==> config.mk <==
export PLATFORM = sky130hd
export DESIGN_NAME = mem_access_ctrl
export DESIGN_NICKNAME = d
export VERILOG_FILES = /design/src/rtl/mem_access_ctrl.sv
export SDC_FILE = /design/constraint.sdc
export NUM_CORES = 1
export LEC_CHECK = 0
export CAP_MARGIN = 20
export CORE_UTILIZATION = 47
export CTS_BUF_LIST = sky130_fd_sc_hd__clkbuf_8
export DETAILED_ROUTE_END_ITERATION = 8
export GPL_TIMING_DRIVEN = 1
export PLACE_DENSITY = 0.95
export RECOVER_POWER = 25
export SKIP_LAST_GASP = 1
export SYNTH_ARGS = -nofsm -noshare
export SYNTH_HDL_FRONTEND = slang
export SYNTH_SLANG_ARGS = --single-unit
==> constraint.sdc <==
create_clock -name clk -period 8.1 [get_ports clk]
set_clock_uncertainty 0.15 [all_clocks]
set_input_delay 1.62 -clock clk [delete_from_list [all_inputs] [get_ports clk]]
set_output_delay 1.62 -clock clk [all_outputs]
set_load 0.1 [all_outputs]
==> src/rtl/mem_access_ctrl.sv <==
// mem_access_ctrl: single-outstanding load/store controller in front of the
// ROM/RAM memory system. Checks alignment and region legality, drives the
// memory write_enable/address/write_data inputs, waits out the synchronous
// read latency and returns a one-cycle response pulse.
// Optional macro MEM_SUBWORD_STORE_EN enables byte/halfword stores to RAM
// through a read-modify-write sequence; without it such stores are rejected.
module mem_access_ctrl #(
  parameter int                    DATA_WIDTH = 32,
  parameter logic [DATA_WIDTH-1:0] RAM_BASE   = DATA_WIDTH'(32'h1000_0000),
  parameter int                    RAM_DEPTH  = 32
) (
  input  logic                  clk,
  input  logic                  reset,
  input  logic                  req_valid_i,
  output logic                  req_ready_o,
  input  logic                  req_we_i,
  input  logic [1:0]            req_size_i,
  input  logic [DATA_WIDTH-1:0] req_addr_i,
  input  logic [DATA_WIDTH-1:0] req_wdata_i,
  output logic                  rsp_valid_o,
  output logic [DATA_WIDTH-1:0] rsp_rdata_o,
  output logic                  rsp_err_o,
  output logic                  mem_write_enable_o,
  output logic [DATA_WIDTH-1:0] mem_address_o,
  output logic [DATA_WIDTH-1:0] mem_write_data_o,
  input  logic [DATA_WIDTH-1:0] mem_read_data_i
);

  // First byte address past the end of RAM
  localparam logic [DATA_WIDTH-1:0] RAM_LIMIT = RAM_BASE + DATA_WIDTH'(4 * RAM_DEPTH);

`ifdef MEM_SUBWORD_STORE_EN
  typedef enum logic [2:0] {
    S_IDLE, S_STORE, S_LD_ADDR, S_LD_CAP, S_RESP, S_RMW_ADDR, S_RMW_CAP, S_RMW_WR
  } state_t;
`else
  typedef enum logic [2:0] {
    S_IDLE, S_STORE, S_LD_ADDR, S_LD_CAP, S_RESP
  } state_t;
`endif

  state_t                r_state, w_stateNext;
  logic [1:0]            r_size, w_sizeNext;
  logic [1:0]            r_lane, w_laneNext;
  logic                  r_rspValid, w_rspValidNext;
  logic                  r_rspErr, w_rspErrNext;
  logic [DATA_WIDTH-1:0] r_rspRdata, w_rspRdataNext;
  logic                  r_memWe, w_memWeNext;
  logic [DATA_WIDTH-1:0] r_memAddr, w_memAddrNext;
  logic [DATA_WIDTH-1:0] r_memWdata, w_memWdataNext;

  logic                  w_reqErr;
  logic [DATA_WIDTH-1:0] w_alignedAddr;
  logic [4:0]            w_shamt;
  logic [DATA_WIDTH-1:0] w_shifted;
  logic [DATA_WIDTH-1:0] w_loadData;

`ifdef MEM_SUBWORD_STORE_EN
  logic [DATA_WIDTH-1:0] r_wdata, w_wdataNext;
  logic [DATA_WIDTH-1:0] w_laneMask;
  logic [DATA_WIDTH-1:0] w_mergeMask;
  logic [DATA_WIDTH-1:0] w_merged;
`endif

  assign req_ready_o        = (r_state == S_IDLE);
  assign rsp_valid_o        = r_rspValid;
  assign rsp_err_o          = r_rspErr;
  assign rsp_rdata_o        = r_rspRdata;
  assign mem_write_enable_o = r_memWe;
  assign mem_address_o      = r_memAddr;
  assign mem_write_data_o   = r_memWdata;

  assign w_alignedAddr = {req_addr_i[DATA_WIDTH-1:2], 2'b00};
  assign w_shamt       = {r_lane, 3'b000};
  assign w_shifted     = mem_read_data_i >> w_shamt;

  // Legality of the incoming request, highest-priority rule first
  always_comb begin
    w_reqErr = 1'b0;
    if (req_size_i == 2'b11)
      w_reqErr = 1'b1;
    else if ((req_size_i == 2'b10 && req_addr_i[1:0] != 2'b00) ||
             (req_size_i == 2'b01 && req_addr_i[0]))
      w_reqErr = 1'b1;
    else if (req_we_i && req_addr_i < RAM_BASE)
      w_reqErr = 1'b1;
    else if (req_addr_i >= RAM_LIMIT)
      w_reqErr = 1'b1;
`ifndef MEM_SUBWORD_STORE_EN
    else if (req_we_i && req_size_i != 2'b10)
      w_reqErr = 1'b1;
`endif
  end

  // Little-endian lane extraction of the returned word, zero-extended
  always_comb begin
    w_loadData = mem_read_data_i;
    case (r_size)
      2'b00:   w_loadData = {{(DATA_WIDTH-8){1'b0}}, w_shifted[7:0]};
      2'b01:   w_loadData = {{(DATA_WIDTH-16){1'b0}}, w_shifted[15:0]};
      default: w_loadData = mem_read_data_i;
    endcase
  end

`ifdef MEM_SUBWORD_STORE_EN
  // Merge the right-aligned store lane(s) into the word read back from RAM
  always_comb begin
    w_laneMask  = (r_size == 2'b00) ? {{(DATA_WIDTH-8){1'b0}}, 8'hFF}
                                    : {{(DATA_WIDTH-16){1'b0}}, 16'hFFFF};
    w_mergeMask = w_laneMask << w_shamt;
    w_merged    = (mem_read_data_i & ~w_mergeMask) | ((r_wdata << w_shamt) & w_mergeMask);
  end
`endif

  // Next-state and next-output decode; registered outputs hold unless changed
  always_comb begin
    w_stateNext    = r_state;
    w_sizeNext     = r_size;
    w_laneNext     = r_lane;
    w_rspValidNext = 1'b0;
    w_rspErrNext   = r_rspErr;
    w_rspRdataNext = r_rspRdata;
    w_memWeNext    = 1'b0;
    w_memAddrNext  = r_memAddr;
    w_memWdataNext = r_memWdata;
`ifdef MEM_SUBWORD_STORE_EN
    w_wdataNext    = r_wdata;
`endif
    case (r_state)
      S_IDLE: begin
        if (req_valid_i) begin
          w_sizeNext = req_size_i;
          w_laneNext = req_addr_i[1:0];
          if (w_reqErr) begin
            w_stateNext    = S_RESP;
            w_rspValidNext = 1'b1;
            w_rspErrNext   = 1'b1;
            w_rspRdataNext = '0;
          end else if (req_we_i && req_size_i == 2'b10) begin
            w_stateNext    = S_STORE;
            w_memWeNext    = 1'b1;
            w_memAddrNext  = req_addr_i;
            w_memWdataNext = req_wdata_i;
          end
`ifdef MEM_SUBWORD_STORE_EN
          else if (req_we_i) begin
            w_stateNext   = S_RMW_ADDR;
            w_memAddrNext = w_alignedAddr;
            w_wdataNext   = req_wdata_i;
          end
`endif
          else begin
            w_stateNext   = S_LD_ADDR;
            w_memAddrNext = w_alignedAddr;
          end
        end
      end
      S_STORE: begin
        w_stateNext    = S_RESP;
        w_rspValidNext = 1'b1;
        w_rspErrNext   = 1'b0;
        w_rspRdataNext = '0;
      end
      S_LD_ADDR: begin
        w_stateNext = S_LD_CAP;
      end
      S_LD_CAP: begin
        w_stateNext    = S_RESP;
        w_rspValidNext = 1'b1;
        w_rspErrNext   = 1'b0;
        w_rspRdataNext = w_loadData;
      end
`ifdef MEM_SUBWORD_STORE_EN
      S_RMW_ADDR: begin
        w_stateNext = S_RMW_CAP;
      end
      S_RMW_CAP: begin
        w_stateNext    = S_RMW_WR;
        w_memWeNext    = 1'b1;
        w_memWdataNext = w_merged;
      end
      S_RMW_WR: begin
        w_stateNext    = S_RESP;
        w_rspValidNext = 1'b1;
        w_rspErrNext   = 1'b0;
        w_rspRdataNext = '0;
      end
`endif
      S_RESP: begin
        w_stateNext = S_IDLE;
      end
      default: begin
        w_stateNext = S_IDLE;
      end
    endcase
  end

  // State and output registers; reset aborts any transaction in flight
  always_ff @(posedge clk or posedge reset) begin
    if (reset) begin
      r_state    <= S_IDLE;
      r_size     <= 2'b00;
      r_lane     <= 2'b00;
      r_rspValid <= 1'b0;
      r_rspErr   <= 1'b0;
      r_rspRdata <= '0;
      r_memWe    <= 1'b0;
      r_memAddr  <= '0;
      r_memWdata <= '0;
`ifdef MEM_SUBWORD_STORE_EN
      r_wdata    <= '0;
`endif
    end else begin
      r_state    <= w_stateNext;
      r_size     <= w_sizeNext;
      r_lane     <= w_laneNext;
      r_rspValid <= w_rspValidNext;
      r_rspErr   <= w_rspErrNext;
      r_rspRdata <= w_rspRdataNext;
      r_memWe    <= w_memWeNext;
      r_memAddr  <= w_memAddrNext;
      r_memWdata <= w_memWdataNext;
`ifdef MEM_SUBWORD_STORE_EN
      r_wdata    <= w_wdataNext;
`endif
    end
  end

endmodule

# Yosys cells after proc, flatten, opt, wreduce, memory -nomap -nowiden
# Index checks and enable logic that the tools add are counted.
[word_totals]
ff_bits = 106
in_bits = 102
wordCells = 64
[op_classes]
magnitude_cmp = 2
eq_ne = 10
shifts = 1
n_mux = 24
n_bitwise = 1
n_reduce_logical = 17
[op_table]
columns = ["op", "n"]
rows = [
  ["case mux 32 bit (3 select lines)", 1],
  ["two-way mux 32 bit", 2],
  ["case mux 32 bit (2 select lines)", 1],
  ["greater-or-equal comparator 32 x 29 -> 1 bit (second input constant)", 1],
  ["less-than comparator 32 x 29 -> 1 bit (second input constant)", 1],
  ["right shift 32 x 5 -> 16 bit", 1],
  ["two-way mux 1 bit", 13],
  ["case mux 3 bit (3 select lines)", 1],
  ["AND reduction 3 bit", 3],
  ["equality test 3 x 2 -> 1 bit (second input constant)", 2],
  ["two-way mux 3 bit", 2],
  ["logical AND 1 bit", 5],
  ["equality test 2 x 1 -> 1 bit (second input constant)", 2],
  ["equality test 2 bit (second input constant)", 2],
  ["two-way mux 2 bit", 2],
  ["inequality test 2 bit (second input constant)", 2],
  ["case mux 1 bit (2 select lines)", 2],
  ["AND reduction 4 bit", 1],
  ["nonzero test 2 bit", 2],
  ["equality test 3 x 1 -> 1 bit (second input constant)", 1],
  ["logical NOT 3 bit", 1],
  ["nonzero test 3 bit", 1],
  ["logical NOT 2 bit", 1],
  ["inequality test 2 x 1 -> 1 bit (second input constant)", 1],
  ["other kinds (4)", 4],
]

# Logic depth before layout (Yosys ltp)
# Gate-level depths: netlist (run 1).
[logic_depth]
word_depth = 10
mapped_depth = 7
mapped_depth_nobuf = 6

# Worst setup path after synthesis (run 1)
# Ideal clock, no wire load.
[synth_path]
path_type = "register -> output"
from = "reg r_state[1]"
to = "out req_ready_o"
t_arrival_ns = 1.695
slack_ns = 4.635
path_stages_with_launch = 2
n_path_buf = 0
cell_sequence = "dfrtp_1 -> nor3_2"
[synth_via]
elab_chain_cells = 1
[synth_rtl]
columns = ["element", "line_no", "rtl"]
rows = [
  ["from (decl)", "42", "state_t r_state, w_stateNext;"],
  ["from (signal assigned)", "214", "r_state <= w_stateNext;"],
  ["logical NOT 3 bit", "65", "assign req_ready_o = (r_state == S_IDLE);"],
  ["to (decl)", "15", "output logic req_ready_o,"],
]
# No other way between the ends.

# Final worst setup path (run 1)
[layout_path]
from = "in req_addr_i[15]"
to = "reg r_memWdata[7] (netlist: mem_write_data_o[7])"
[layout_via]
elab_chain_cells = 7
word_cells_on_any_way = 9
cone_classes = "2 x order compare; 4 x mux; 1 x bitwise; 2 x reduce/logical"
[layout_rtl]
columns = ["element", "line_no", "rtl"]
rows = [
  ["from (decl)", "18", "input logic [DATA_WIDTH-1:0] req_addr_i,"],
  ["greater-or-equal comparator 32 x 29 -> 1 bit / less-than comparator 32 x 29 -> 1 bit (equally long branches)", "87, 85", ""],
  ["two-way mux 1 bit / logical AND 1 bit (equally long branches)", "87, 85", ""],
  ["two-way mux 1 bit (*)", "85", "else if (req_we_i && req_addr_i < RAM_BASE)"],
  ["two-way mux 1 bit (*)", "82", "else if ((req_size_i == 2'b10 && req_addr_i[1:0] != 2'b00) ||"],
  ["two-way mux 1 bit (*)", "80", "if (req_size_i == 2'b11)"],
  ["inverter 1 bit (no source line) (*)", "-", ""],
  ["AND reduction 4 bit (no source line) (*)", "-", ""],
  ["to (signal assigned)", "222", "r_memWdata <= w_memWdataNext;"],
  ["to (decl)", "50", "logic [DATA_WIDTH-1:0] r_memWdata, w_memWdataNext;"],
]
# Mark *: on every way between the ends. The rest lies on a longest branch, timed or not.
# A chain may end at the register's enable or synchronous reset.

==> results.json, run 1 <==
{
  "multi_input_area_sq_um": 1760,
  "antenna_found_initial": 0,
  "ys_types": 39,
  "hpwlAfterDp_um": 9270,
  "reg2reg_depth": 4,
  "core_area_sq_um": 9370,
  "synth.area.mux_share_pct": 19.6,
  "syn-num-nets": 438,
  "ys.flop_type": "dfrtp_1",
  "slew_viol_final": 0,
  "hold_path_class": "reg2reg",
  "die_x_um": 101,
  "max-clock-path-buffers": 2,
  "peakVddDrop_mv": 0.146,
  "first_pass_iters": 4,
  "slowest_stage": "nand4_4",
  "crit_family": "simple AND/OR/NAND/NOR gates",
  "cellPowerDensity_nw_per_um2": 173,
  "status": "completed",
  "rows": 35,
  "num_vias": 3553,
  "htreeDepth": 3,
  "synth-compound-area-share_pct": 12.6,
  "period_needed_ns": 4.78,
  "critPathMaxFanout": 32,
  "portBuffers": 201,
  "ios": 202,
  "worst_pin_slew_ns": 1.43,
  "grt_max_degree": 76,
  "seqCellArea_sq_um": 2650,
  "synth_edf_count": 0,
  "worstReg2RegEnd": "mem_write_data_o[7]$_DFFE_PP0P_",
  "path_depth": 6,
  "grt_pass1_vias": 3834,
  "ys_seq_area_share_pct": 57.6,
  "drt_iter0_markers": 94,
  "synth_adder_area_share_pct": 0,
  "synth_seq_cells": 106,
  "route.detailed.drc": 0,
  "yosys.area_share.xor_xnor_pct": 0,
  "insertion_delay_ns": 0.35,
  "overflow": 0,
  "yosys_warnings": 0,
  "fillCellCount": 651,
  "max-cap-violations": 0,
  "wirelength_um": 12500,
  "place_area_sq_um": 6650,
  "hold_viol": 0,
  "die_y_um": 101,
  "slew-limit-headroom_pct": 4.18,
  "stdcell_area_sq_um": 6820,
  "leakagePower_nw": 3.07,
  "worstSetupPathType": "in2reg",
  "syn_area_sq_um": 4600,
  "worst-path-buf-inv": 1,
  "fin_setup_tns_ns": 0,
  "end_kind": "register",
  "grtUsageTotal_pct": 25.1,
  "crit_start": "req_addr_i[15]",
  "worstReg2RegStart": "r_state[1]$_DFFE_PP0P_",
  "cp.arrival_ns": 4.87,
  "setup_violations": 0,
  "die_area_sq_um": 10200,
  "p_total_w": 0.00118,
  "synth_top_family_by_area": "multiplexers",
  "reg2reg_setup_slack_ns": 5.24,
  "cp-endpoint": "mem_write_data_o[7]$_DFFE_PP0P_",
  "grt_setup_unrepaired": "no",
  "viasPerCell": 5.38,
  "critPathRequiredTime_ns": 8.19,
  "yosys.area_share.simple_pct": 6.17,
  "numCtsBuffers": 9,
  "layout-drive-gt1-share_pct": 16.0,
  "cts_hold_buffers": 0,
  "post-route-util_pct": 72.7,
  "ctsResizeCount": 0,
  "cts_tree": "built",
  "critPathLaunchType": "input port",
  "path_cells": "dlygate4sd3_1 -> nor4_1 -> nand3_1 -> o21ai_0 -> nand4_4 -> mux2_4",
  "fin_nets": 628,
  "cts_setup_buffers": 0,
  "initial_core_util_pct": 49.1,
  "ys_async_sr_fraction_pct": 100,
  "grt_pass1_wl_um": 19400,
  "synthCells": 336,
  "min_period_over_period_pct": 59.0,
  "routedWlPerCell_um": 18.9,
  "gp_congestion": 0.813,
  "synthToLayoutAreaGrowth_pct": 48.1,
  "fmax_mhz": 209,
  "crit_path_max_incr_delay_ns": 0.86,
  "clkTransAtPathRegs_ns": 0.11,
  "synth_area_per_cell_sq_um": 13.7,
  "cts-root-buf": "clkbuf_8",
  "ant_nets": 0,
  "cts_sinks": 106
}
## state kept, by name, summed over array words and instances, names as in the netlist
register	count
r_state	3
rsp_rdata_o	32
rsp_valid_o	1
mem_address_o	32
r_size	2
mem_write_data_o	32
mem_write_enable_o	1
r_lane	2
rsp_err_o	1
## cell families after synthesis
kind of cell	after synthesis
buffers and inverters	35
DFF	106
AOI/OAI and AO/OA	74
muxes	71
and+or+nand+nor	50
## worst register-to-register path: cells and delay by family (launching register included)
family / cells / cell delay [ns]
mux: 1 / 0.58
simple gates: 3 / 1.55
flops: 1 / 0.47
## per-stage QoR
stage / hold WS (ns) / setup WS, ns / std cells
floorplan: 0.323 / 3.54 / 336
global placement: 0.322 / 3.73 / 644
detailed placement: 0.320 / 3.71 / 644
CTS: 0.351 / 4.01 / 660
global route: 0.374 / 3.14 / 660
finish: 0.348 / 3.32 / 661
## cell usage after synthesis, types with 5 or more instances
cell / count / share of area [%]
a22o_1: 16 / 3.0
dfrtp_1: 106 / 58
and2_1: 8 / 1.1
mux2_2: 31 / 7.6
nor2_1: 11 / 0.90
clkbuf_1: 8 / 0.65
o221ai_1: 8 / 1.5
a22oi_1: 16 / 2.6
buf_6: 5 / 1.2
mux2i_1: 8 / 1.7
mux2_4: 30 / 9.8
o21ai_0: 8 / 0.87
o22ai_1: 8 / 1.1
nor4_1: 5 / 0.68
o2bb2ai_1: 8 / 1.5
nand2_1: 12 / 0.98
inv_1: 12 / 0.98
## routing by layer
metal  vias up  global-route usage, %  part of all wire [%]
met2       168                   44.9                    52
li1       1614                      -                     -
met5         -                      0                     0
met1      1755                   28.6                    39
met3        16                   8.11                   7.5
met4         0                   7.36                   1.6
## cell usage in the layout (no fill, tap or decap), types with 2 or more instances in the layout
cell             count
mux2_4              30
nor4_1               5
clkdlybuf4s50_1    198
clkbuf_8             9
clkinvlp_4           4
a22o_1              16
o22ai_1              8
mux2_1               2
a22oi_1             16
mux2i_1              8
nor2_1              11
o21ai_0              9
nand2_1             12
and2_1               6
nor2b_1              4
dfrtp_1            106
nor3_1               4
o2bb2ai_1            8
inv_1               12
dlygate4sd3_1        3
and2_0               2
o221ai_1             8
mux2_2              31
## power breakdown
part / switching (W) / internal (W) / total (W)
clock: 0.000190 / 0.000114 / 0.000304
combinational: 0.000192 / 0.000107 / 0.000299
sequential: 0.0000298 / 0.000548 / 0.000578
total: 0.000411 / 0.000770 / 0.00118
## worst min-delay path by stage
stage / from / to / slack [ns] / depth (start not counted)
3_3_place_gp: mem_address_o[31]$_DFFE_PP0P_ / mem_address_o[31]$_DFFE_PP0P_ / 0.32 / 1
4_1_cts: mem_address_o[0]$_DFFE_PP0P_ / mem_address_o[0]$_DFFE_PP0P_ / 0.35 / 1
3_5_place_dp: mem_address_o[0]$_DFFE_PP0P_ / mem_address_o[0]$_DFFE_PP0P_ / 0.32 / 1
6_report: mem_address_o[0]$_DFFE_PP0P_ / mem_address_o[0]$_DFFE_PP0P_ / 0.35 / 1
5_1_grt: rsp_rdata_o[28]$_DFFE_PP0P_ / rsp_rdata_o[28]$_DFFE_PP0P_ / 0.37 / 1
2_1_floorplan: r_size[0]$_DFFE_PP0P_ / r_size[0]$_DFFE_PP0P_ / 0.32 / 1
## area by class of cell
class                   count  share of cell area, %
flip-flops and latches    106                   38.9
inverters                  12                  0.679
well taps                 129                   2.37
repair buffers            202                   29.6
clock inverters             7                  0.789
multi-input cells         195                   25.8
diodes                      1                 0.0367
clock buffers               9                   1.82
(Power assumes the default switching activity.)
==> inputs of run 2 (changes only) <==
Settings changed: CORE_UTILIZATION 47 to 39, PLACE_DENSITY 0.95 to 0.86.
Clock period 8.1 ns to 3.85 ns, I/O delays scaled along.
==> run 2 against run 1 <==
  * Largest cell class unchanged
  * Critical path type unchanged
  * Clock power is 130% higher
  * Highest routed layer unchanged
  * Non-clock buffer count is 2 higher
  * Critical path depth grew 1
  * Final cell count up 2.3%
  * Routed wire length down 2.1%
  * Worst setup slack lost 2.4 ns
  * Register-to-register slack got worse by 3.7 ns
  * Total power is 110% higher
  * First-iteration DRC count up 80%
  * Sequential cell count unchanged
==> results.json, run 2 (synthesis results as in run 1) <==
{
  "status": "completed",
  "end_kind": "register",
  "die_x_um": 111,
  "cp.arrival_ns": 3.05,
  "numCtsBuffers": 9,
  "fillCellCount": 897,
  "crit_family": "compound AO/OA/AOI/OAI gates",
  "p_total_w": 0.00253,
  "leakagePower_nw": 3.11,
  "gp_congestion": 0.834,
  "ctsResizeCount": 0,
  "grt_pass1_vias": 3819,
  "worstSetupPathType": "in2reg",
  "path_depth": 7,
  "slew_viol_final": 0,
  "cts-root-buf": "clkbuf_8",
  "wirelength_um": 12200,
  "critPathMaxFanout": 22,
  "slowest_stage": "a31o_2",
  "min_from": "rsp_rdata_o[14]$_DFFE_PP0P_",
  "num_vias": 3491,
  "rows": 39,
  "reg2reg_depth": 4,
  "fin_nets": 630,
  "grtUsageTotal_pct": 20.7,
  "crit_start": "req_addr_i[23]",
  "critPathRequiredTime_ns": 3.98,
  "setup_violations": 0,
  "post-place-cells": 660,
  "worst_pin_slew_ns": 1.03,
  "cellPowerDensity_nw_per_um2": 368,
  "reg2reg_setup_slack_ns": 1.57,
  "routedWlPerCell_um": 18.1,
  "slew-limit-headroom_pct": 31.1,
  "max-clock-path-buffers": 2,
  "worst-path-buf-inv": 2,
  "worstReg2RegEnd": "mem_address_o[9]$_DFFE_PP0P_",
  "fin_setup_tns_ns": 0,
  "clkTransAtPathRegs_ns": 0.09,
  "hold_depth": 1,
  "grt_max_degree": 107,
  "insertion_delay_ns": 0.37,
  "critPathLaunchType": "input port",
  "synthToLayoutAreaGrowth_pct": 49.6,
  "diodes": 0,
  "route.detailed.drc": 0,
  "htreeDepth": 3,
  "grt_pass1_wl_um": 19900,
  "layout-drive-gt1-share_pct": 16.3,
  "die_y_um": 111,
  "initial_core_util_pct": 40.1,
  "hold_path_class": "reg2reg",
  "overflow": 0,
  "viasPerCell": 5.16,
  "cts_tree": "built",
  "hpwlAfterDp_um": 9020,
  "cts_setup_buffers": 0,
  "min_to": "rsp_rdata_o[14]$_DFFE_PP0P_",
  "crit_path_max_incr_delay_ns": 0.53,
  "min_period_over_period_pct": 75.9,
  "die_area_sq_um": 12200,
  "hold_viol": 0,
  "fmax_mhz": 342,
  "final_common_cell": "clkdlybuf4s50_1",
  "period_needed_ns": 2.92,
  "path_cells": "clkdlybuf4s50_1 -> nor4_1 -> nand3_1 -> o21ai_4 -> a31o_2 -> inv_1 -> o21ai_0",
  "max-cap-violations": 0,
  "mostFrequentLayoutCells": "199 x clkdlybuf4s50_1, 106 x dfrtp_1, 31 x mux2_2",
  "portBuffers": 201,
  "cts_hold_buffers": 0,
  "drt_iter0_markers": 169,
  "grt_setup_unrepaired": "no",
  "ios": 202,
  "first_pass_iters": 4,
  "post_layout_nonfiller_instances": 676,
  "core_area_sq_um": 11500,
  "peakVddDrop_mv": 0.352,
  "ant_nets": 0,
  "antenna_found_initial": 0,
  "worstReg2RegStart": "r_state[1]$_DFFE_PP0P_",
  "cts_sinks": 106
}
==> run 2: area by class of cell <==
type,count,area (sq um),share of cell area (%)
Timing Repair Buffer,204,2040,29.7
Multi-Input combinational cell,195,1770,25.7
Clock buffer,10,138,2.00
Sequential cell,106,2650,38.5
Clock inverter,6,58.8,0.854
Tap cell,143,179,2.60
Inverter,12,46.3,0.672
==> run 2: per-stage QoR <==
| step | cell area (sq um) | worst slack (ns) | hold slack (ns) | util [%] |
|---|---|---|---|---|
| global route | 6890 | 0.764 | 0.380 | 60.0 |
| finish | 6890 | 0.929 | 0.348 | 60.0 |
| CTS | 6890 | 0.917 | 0.353 | 60.1 |
| floorplan | 4600 | 0.141 | 0.323 | - |
| detailed placement | 6690 | 0.523 | 0.328 | 58.3 |
| global placement | 6690 | 0.656 | 0.323 | 58.3 |
==> run 2: worst max path at each step <==
| stage | end | slack [ns] |
|---|---|---|
| 2_1_floorplan | mem_address_o[0]$_DFFE_PP0P_ | 0.14 |
| 3_3_place_gp | rsp_rdata_o[2]$_DFFE_PP0P_ | 0.66 |
| 3_5_place_dp | rsp_rdata_o[0]$_DFFE_PP0P_ | 0.52 |
| 4_1_cts | rsp_rdata_o[0]$_DFFE_PP0P_ | 0.92 |
| 5_1_grt | rsp_rdata_o[6]$_DFFE_PP0P_ | 0.76 |
| 6_report | rsp_rdata_o[0]$_DFFE_PP0P_ | 0.93 |
==> run 2: report_power, final <==
group / internal [W] / leakage (nW) / total [W] / switching, W
Clock: 0.000316 / 0.111 / 0.000687 / 0.000371
Combinational: 0.000229 / 1.55 / 0.000632 / 0.000403
Sequential: 0.00115 / 1.45 / 0.00122 / 0.0000621
==> run 2: metal layers <==
metal | vias to the layer above | track usage (%) | routed length (um)
met5 | - | 0 | 0
met4 | 0 | 6.04 | 221
met3 | 16 | 8.01 | 957
met2 | 159 | 34.7 | 6120
met1 | 1708 | 24.6 | 4910
li1 | 1608 | - | -
==> inputs of run 3 (changes only) <==
Clock period 3.85 ns to 2.5 ns, I/O delays scaled along.
==> run 3 against run 2 <==
  * Sequential cell count stayed put
  * Sequential share of layout area is 0.30 points higher
  * Non-clock buffer count is 18 higher
  * Critical endpoint is now rsp_rdata_o[3]$_DFFE_PP0P_
==> results.json, run 3 (synthesis results as in run 1) <==
{
  "path_cells": "clkdlybuf4s50_1 -> nor4_1 -> nand3_1 -> o21ai_4 -> buf_4 -> a31o_2 -> inv_1 -> o21ai_0",
  "cts_setup_buffers": 0,
  "fin_nets": 648,
  "ant_nets": 0,
  "portBuffers": 201,
  "first_pass_iters": 4,
  "slew-limit-headroom_pct": 35.9,
  "layout-drive-gt1-share_pct": 36.9,
  "hpwlAfterDp_um": 9510,
  "end_kind": "register",
  "mostFrequentLayoutCells": "111 x buf_4, 106 x dfrtp_1, 100 x clkdlybuf4s50_1",
  "overflow": 0,
  "synthToLayoutAreaGrowth_pct": 48.4,
  "cellPowerDensity_nw_per_um2": 584,
  "clkTransAtPathRegs_ns": 0.09,
  "power_frac_comb_pct": 25.3,
  "grt_max_degree": 33,
  "grt_setup_unrepaired": "no",
  "worst_pin_slew_ns": 0.957,
  "core_area_sq_um": 11500,
  "die_y_um": 111,
  "cts_hold_buffers": 0,
  "clkPwrFrac_pct": 28.4,
  "gp_congestion": 0.875,
  "cts_tree": "built",
  "slew_viol_final": 0,
  "worst-path-buf-inv": 3,
  "seqCellArea_sq_um": 2650,
  "crit_path_max_incr_delay_ns": 0.43,
  "crit_family": "buffers and inverters",
  "critPathMaxFanout": 9,
  "reg2reg_depth": 5,
  "place_area_sq_um": 6660,
  "max-clock-path-buffers": 2,
  "route.detailed.drc": 0,
  "hold_viol": 0,
  "hold_depth": 1,
  "max-cap-violations": 0,
  "drt_iter0_markers": 225,
  "worstSetupPathType": "in2reg",
  "die_area_sq_um": 12200,
  "wirelength_um": 12000,
  "cts_sinks": 106,
  "grtUsageTotal_pct": 20.3,
  "viasPerCell": 5.11,
  "grt_pass1_vias": 3735,
  "critPathRequiredTime_ns": 2.64,
  "intPower_w": 0.00272,
  "pwr-share-seq_pct": 46.3,
  "slowest_stage": "clkdlybuf4s50_1",
  "min_period_over_period_pct": 92.2,
  "routedWlPerCell_um": 17.3,
  "grt_pass1_wl_um": 19400,
  "stdcell_area_sq_um": 6830,
  "cp.arrival_ns": 2.44,
  "cts-root-buf": "clkbuf_8",
  "initial_core_util_pct": 40.1,
  "fillCellCount": 924,
  "die_x_um": 111,
  "critPathLaunchType": "input port",
  "rows": 39,
  "hold_path_class": "reg2reg",
  "period_needed_ns": 2.30,
  "diodes": 0,
  "numCtsBuffers": 9,
  "setup_violations": 0,
  "htreeDepth": 3,
  "path_depth": 8,
  "fmax_mhz": 434,
  "p_total_w": 0.00399,
  "num_vias": 3542,
  "insertion_delay_ns": 0.37,
  "leakagePower_nw": 3.41,
  "multi_input_area_sq_um": 1770,
  "status": "completed",
  "fin_setup_tns_ns": 0,
  "ios": 202,
  "final_common_cell": "buf_4",
  "netSwitchingFraction_pct": 31.9,
  "reg2reg_setup_slack_ns": 0.50,
  "antenna_found_initial": 0,
  "ctsResizeCount": 0,
  "p_sw_w": 0.00127,
  "peakVddDrop_mv": 0.441
}
[run 3: cell types whose count changed in the layout (fill, tap and decap cells not counted), sizes merged]
cell           change
bufinv             +1
buf              +112
inv                -4
clkdlybuf4s50     -99
clkbuf             +5
clkinv             +2
[run 3: worst paths after layout]
check                                             from                               end
max                                     req_addr_i[15]        rsp_rdata_o[3]$_DFFE_PP0P_
min                        rsp_rdata_o[12]$_DFFE_PP0P_       rsp_rdata_o[12]$_DFFE_PP0P_
max reg2reg                     r_state[2]$_DFFE_PP0P_  mem_write_data_o[27]$_DFFE_PP0P_
min reg2reg                rsp_rdata_o[12]$_DFFE_PP0P_       rsp_rdata_o[12]$_DFFE_PP0P_
max in group asynchronous                        reset  mem_write_data_o[14]$_DFFE_PP0P_
min in group asynchronous                        reset  mem_write_data_o[10]$_DFFE_PP0P_
[run 3: worst reg2reg max path: stages (launching register included)]
cell and delay, ns:
dfrtp_1 0.45, nor3_4 0.30, and2_1 0.30, nand4_4 0.15, buf_4 0.23, mux2_4 0.31
[run 3: power groups by stage]
stage	Combinational, W	Sequential, W	Clock (W)
2_1_floorplan	0.000297	0.00223	0
3_3_place_gp	0.00100	0.00188	0
5_1_grt	0.00106	0.00186	0.00124
6_report	0.00101	0.00185	0.00113
4_1_cts	0.00102	0.00185	0.00118
3_5_place_dp	0.00102	0.00188	0
[run 3: area by class of cell]
| cell class | instances | area share [%] |
|---|---|---|
| flip-flops and latches | 106 | 38.8 |
| well taps | 143 | 2.62 |
| clock inverters | 5 | 1.15 |
| inverters | 12 | 0.678 |
| repair buffers | 222 | 28.8 |
| multi-input cells | 195 | 25.9 |
| clock buffers | 10 | 2.01 |
[run 3: layer usage]
layer	share of wire (%)	global-route usage (%)	vias up
li1	-	-	1646
met1	41	24.8	1722
met2	51	34.3	155
met3	6.5	5.60	19
met4	2.1	7.64	0
met5	0	0	-
[run 3: metrics by stage]
step           hold WS (ns)  utilization (%)  std cells  setup slack, ns
2_1_floorplan         0.323                -        336          -0.0434
3_3_place_gp          0.324             58.1        678           -0.170
3_5_place_dp          0.322             58.1        678           -0.197
4_1_cts               0.348             60.0        693            0.218
5_1_grt               0.358             59.6        693           0.0590
6_report              0.344             59.6        693            0.196
